===== config.mk =====
export PLATFORM = sky130hd
export DESIGN_NAME = if_fetch_unit
export DESIGN_NICKNAME = d
export VERILOG_FILES = /design/src/rtl/if_fetch_unit.sv
export SDC_FILE = /design/constraint.sdc
export NUM_CORES = 1
export LEC_CHECK = 0
export ABC_AREA = 1
export BUFFER_PORTS_ARGS = -buffer_cell sky130_fd_sc_hd__buf_4
export CORE_UTILIZATION = 46
export CTS_CLUSTER_DIAMETER = 100
export DETAILED_ROUTE_END_ITERATION = 10
export GPL_ROUTABILITY_DRIVEN = 0
export PLACE_DENSITY = 0.73
export SYNTH_ARGS = -nofsm -noshare
export SYNTH_HDL_FRONTEND = slang
export SYNTH_SLANG_ARGS = --single-unit

===== constraint.sdc =====
create_clock -name clk -period 3.5 [get_ports clk]
set_clock_uncertainty 0.15 [all_clocks]
set_input_delay 0.175 -clock clk [delete_from_list [all_inputs] [get_ports clk]]
set_output_delay 0.175 -clock clk [all_outputs]
set_load 0.05 [all_outputs]

===== src/rtl/if_fetch_unit.sv =====
// Instruction fetch stage: owns the PC, issues one outstanding imem request at a
// time, and holds the fetched {inst, pc} in a registered slot for IF/ID.
module if_fetch_unit #(
  parameter int unsigned         ADDR_W   = 32,
  parameter int unsigned         INST_W   = 32,
  parameter logic [ADDR_W-1:0]   RESET_PC = '0,
  parameter int unsigned         CNT_W    = 16
) (
  input  logic              clk,
  input  logic              rst,
  input  logic              jump_valid,
  input  logic [ADDR_W-1:0] jump_target,
  input  logic              full_stall,
  output logic              imem_req,
  output logic [ADDR_W-1:0] imem_addr,
  input  logic              imem_rvalid,
  input  logic [INST_W-1:0] imem_rdata,
  output logic              out_valid,
  output logic [INST_W-1:0] out_inst,
  output logic [ADDR_W-1:0] out_pc,
  output logic [CNT_W-1:0]  fetch_count,
  output logic [CNT_W-1:0]  drop_count
);

  localparam logic [1:0] ST_ISSUE = 2'd0;
  localparam logic [1:0] ST_WAIT  = 2'd1;
  localparam logic [1:0] ST_DRAIN = 2'd2;

  logic [1:0]        state;
  logic [1:0]        state_next;
  logic [ADDR_W-1:0] pc;
  logic [ADDR_W-1:0] jump_pc;
  logic              consumed;
  logic              slot_free;
  logic              load;
  logic              drop;

  assign jump_pc   = jump_target & ~ADDR_W'(3);
  assign consumed  = out_valid && !full_stall;
  assign slot_free = !out_valid || consumed;

  // Request strobe is combinational so a freed slot is refilled in the same cycle.
  assign imem_req  = !rst && (state == ST_ISSUE) && !jump_valid && slot_free;
  assign imem_addr = pc;

  // Next-state and per-cycle load/drop decisions; a jump always wins over a response.
  always_comb begin
    state_next = state;
    load       = 1'b0;
    drop       = 1'b0;
    case (state)
      ST_ISSUE: begin
        if (!jump_valid && slot_free) state_next = ST_WAIT;
      end
      ST_WAIT: begin
        if (jump_valid) begin
          if (imem_rvalid) begin
            drop       = 1'b1;
            state_next = ST_ISSUE;
          end else begin
            state_next = ST_DRAIN;
          end
        end else if (imem_rvalid) begin
          load       = 1'b1;
          state_next = ST_ISSUE;
        end
      end
      ST_DRAIN: begin
        if (imem_rvalid) begin
          drop       = 1'b1;
          state_next = ST_ISSUE;
        end
      end
      default: state_next = ST_ISSUE;
    endcase
  end

  always_ff @(posedge clk or posedge rst) begin
    if (rst) state <= ST_ISSUE;
    else     state <= state_next;
  end

  // PC and counters.
  always_ff @(posedge clk or posedge rst) begin
    if (rst) begin
      pc          <= RESET_PC;
      fetch_count <= '0;
      drop_count  <= '0;
    end else begin
      if (jump_valid)  pc <= jump_pc;
      else if (load)   pc <= pc + ADDR_W'(4);
      if (load)        fetch_count <= fetch_count + CNT_W'(1);
      if (drop)        drop_count  <= drop_count + CNT_W'(1);
    end
  end

  // Output slot: jump flushes it even under stall; stall holds it otherwise.
  always_ff @(posedge clk or posedge rst) begin
    if (rst) begin
      out_valid <= 1'b0;
      out_inst  <= '0;
      out_pc    <= '0;
    end else if (jump_valid) begin
      out_valid <= 1'b0;
      out_inst  <= '0;
      out_pc    <= '0;
    end else if (load) begin
      out_valid <= 1'b1;
      out_inst  <= imem_rdata;
      out_pc    <= pc;
    end else if (consumed) begin
      out_valid <= 1'b0;
    end
  end

endmodule


==> results.json <==
{
  "synthArstFlopShare_pct": 100,
  "hold_path_end": "imem_addr[4]$_DFFE_PP0P_",
  "end_kind": "flop",
  "die_x_um": 119,
  "ys_ff_latch": 128,
  "final_layout_size_suffix_gt1_share_pct": 25.6,
  "postCtsSetupRepairBufs": 0,
  "required_ns": 3.71,
  "io_pins": 199,
  "synth_sequential_area_ratio_pct": 50.9,
  "synth_cell_types": 34,
  "worstReg2RegStart": "state[1]$_DFFE_PP0P_",
  "timing.final.hold_violations": 0,
  "slowest_stage": "sky130_fd_sc_hd__inv_2",
  "cts_made_buffers": 17,
  "numPlacedInstances": 1081,
  "grt_setup_unrepaired": "no",
  "register_area_um2": 3200,
  "synth_enable_flop_cells": 0,
  "grt_start_max_net_pins": 49,
  "yosys-top-cells-count": "sky130_fd_sc_hd__nand2_1 (195), sky130_fd_sc_hd__dfrtp_1 (128), sky130_fd_sc_hd__inv_1 (70)",
  "groute.usage.overall_pct": 26.1,
  "fp-row-count": 42,
  "first_iter_violations": 399,
  "worst_skew_pair.late_latency_ns": 0.43,
  "netlist.top_cell.by_area": "sky130_fd_sc_hd__dfrtp_1",
  "max-cap-violations": 0,
  "clk_root_buf": "sky130_fd_sc_hd__clkbuf_16",
  "post-route-period-util_pct": 66.1,
  "overflow": 0,
  "number_of_cells_produced_by_synthesis": 730,
  "antennaDiodeCount": 0,
  "synth.most_common_cell": "sky130_fd_sc_hd__nand2_1",
  "hold_path.class": "input pin to flop",
  "critPathKind": "flop to flop",
  "synth.area.top_cells": "sky130_fd_sc_hd__dfrtp_1 (51%), sky130_fd_sc_hd__nand2_1 (12%), sky130_fd_sc_hd__a22o_1 (4.9%)",
  "powerDensity_nw_per_um2": 628,
  "buffers_added_on_ports": 194,
  "cp_cell_sequence": "inv_1 > ha_1 > nand3_2 > nand2_2 > inv_2 > buf_4 > a22oi_1 > nand3_1",
  "cts.reportedPaths.clkPinSlew_ns": 0.05,
  "timing.critical_path.buf_inv": 3,
  "drc": 0,
  "fmax_mhz": 432,
  "cts_tree": "built",
  "crit_path_max_fanout": 32,
  "postRouteWirelength_um": 17800,
  "worstPathArrival_ns": 2.52,
  "timing.reg2reg.setup_slack_ns": 1.19,
  "leakagePower_nw": 4.63,
  "design.die.area_um2": 14200,
  "dp_hpwl_um": 11600,
  "filler_cell_count": 1038,
  "timing.final.setup_violations": 0,
  "wire_per_inst_um": 15.1,
  "final_cells": 1177,
  "multi_input_comb_area_um2": 2630,
  "slowest_delay_ns": 0.47,
  "yosys.area.top_type_share_pct": 50.9,
  "via_density": 5.14,
  "final_core_util_pct": 68.7,
  "coreArea_um2": 13300,
  "htree_levels": 4,
  "finalWorstPathRequiredPeriod_ns": 2.31,
  "netlist_area_um2": 6290,
  "routed-via-count": 6048,
  "worst_hold_stages": 3,
  "grt_first_pass_wirelength_um": 28700,
  "clock_sink_count": 128,
  "layout.nets": 1065,
  "first_global_vias": 5671,
  "synth_top_flop_cell": "sky130_fd_sc_hd__dfrtp_1",
  "worst_r2r_endpoint": "imem_addr[24]$_DFFE_PP0P_",
  "worst_hold_slack_ns": 0.0869,
  "area_delta_synth_final_pct": 45.2,
  "worst_ir_drop_vdd_mv": 0.588,
  "hp-start": "jump_valid",
  "antenna_found_initial": 0,
  "cts.path.max_buffers": 2,
  "r2r.worst_path.cells": 8,
  "timing.critical_path.max_delay_family": "buffers and inverters",
  "first_pass_iters": 5,
  "syn-mean-instance-area_um2": 8.62,
  "slew-limit-headroom_pct": 49.6,
  "worstMarginPinSlew_ns": 0.755,
  "die_height_um": 119,
  "slew_viol_final": 0,
  "run_status": "complete, no violations",
  "initial_core_util_pct": 47.3,
  "timing.critical_path.from_type": "flop",
  "yosysWarningCount": 0,
  "fin_setup_tns_ns": 0,
  "ant_nets": 0
}
## worst max path at each step
stage / from / endpoint / depth (start not counted) / slack [ns]
after floorplan: out_valid$_DFFE_PP0P_ / imem_req / 3 / 1.35
after global placement: state[0]$_DFFE_PP0P_ / imem_addr[20]$_DFFE_PP0P_ / 7 / 1.22
after detailed placement: state[1]$_DFFE_PP0P_ / imem_addr[20]$_DFFE_PP0P_ / 8 / 1.20
after CTS: state[1]$_DFFE_PP0P_ / imem_addr[24]$_DFFE_PP0P_ / 8 / 1.19
after global routing: state[0]$_DFFE_PP0P_ / imem_addr[24]$_DFFE_PP0P_ / 7 / 0.99
final: state[1]$_DFFE_PP0P_ / imem_addr[24]$_DFFE_PP0P_ / 8 / 1.19
## repair_timing
action                                 CTS  global route
endpoints found under the hold margin   95             0
hold buffers                            65             0
gates resized for setup                  0             0
## per-stage QoR
stage	total power, mW	setup WS [ns]	area, µm²
after floorplan	3.24	1.35	6300
after CTS	5.76	1.19	9140
after global routing	5.99	0.989	9140
after global placement	3.83	1.22	7870
final	5.74	1.19	9140
after detailed placement	3.85	1.20	7870
## kinds of logic (layout without fill, tap and decap cells)
kind of cell             Yosys count  count (layout)  share of synthesized area (%)
AND/OR/NAND/NOR                  359             359                           25.0
flip-flops                       128             128                           50.9
AO/OA/AOI/OAI                    109             109                           12.1
buffers and inverters            103             373                           7.42
XOR/XNOR                          23              23                           3.20
adder cells (fa/ha/maj)            7               7                           1.39
other                              1               2                         0.0596
## power breakdown
part / switching (mW) / leakage, nW / internal, mW / total, mW
sequential: 0.242 / 1.66 / 1.71 / 1.95
clock: 0.650 / 0.301 / 1.19 / 1.84
combinational: 1.35 / 2.67 / 0.604 / 1.95
## flip-flops by register name, indices dropped and copies added (netlist names)
register	flops
out_inst	32
state	2
imem_addr	30
out_pc	31
out_valid	1
fetch_count	16
drop_count	16
## worst min-delay path, delay by kind of cell
kind          cells  cell delay [ns]
buf+inv           1             0.25
simple gates      2             0.18
## layout by cell type (no fill, tap or decap), types with 4 or more instances in the layout
cell	instances
sky130_fd_sc_hd__clkbuf_8	4
sky130_fd_sc_hd__dfrtp_1	128
sky130_fd_sc_hd__dlygate4sd3_1	65
sky130_fd_sc_hd__nor2_4	7
sky130_fd_sc_hd__clkinv_2	4
sky130_fd_sc_hd__nor2_1	65
sky130_fd_sc_hd__a22oi_1	23
sky130_fd_sc_hd__buf_4	202
sky130_fd_sc_hd__ha_1	7
sky130_fd_sc_hd__nand3_1	58
sky130_fd_sc_hd__inv_1	69
sky130_fd_sc_hd__nand4_1	12
sky130_fd_sc_hd__a22o_1	35
sky130_fd_sc_hd__clkbuf_16	17
sky130_fd_sc_hd__nand2_1	195
sky130_fd_sc_hd__xnor2_1	8
sky130_fd_sc_hd__nor3_1	9
sky130_fd_sc_hd__o211ai_1	6
sky130_fd_sc_hd__xor2_1	15
sky130_fd_sc_hd__o21ai_0	39
## per-layer routing
metal / vias to the layer above / track usage (%) / share of wire (%)
met5: - / 0 / 0
met4: 0 / 11.0 / 2.7
met3: 40 / 6.47 / 6.3
met2: 217 / 40.8 / 47
met1: 2873 / 34.5 / 44
li1: 2918 / - / -
## cell type report
| class | count | share of cell area [%] |
|---|---|---|
| flip-flops and latches | 128 | 35.1 |
| multi-input cells | 500 | 28.7 |
| inverters | 74 | 3.11 |
| well taps | 176 | 2.41 |
| clock inverters | 10 | 1.47 |
| clock buffers | 21 | 5.26 |
| repair buffers | 268 | 23.9 |
No activity file was read; power rests on OpenSTA's default activity.
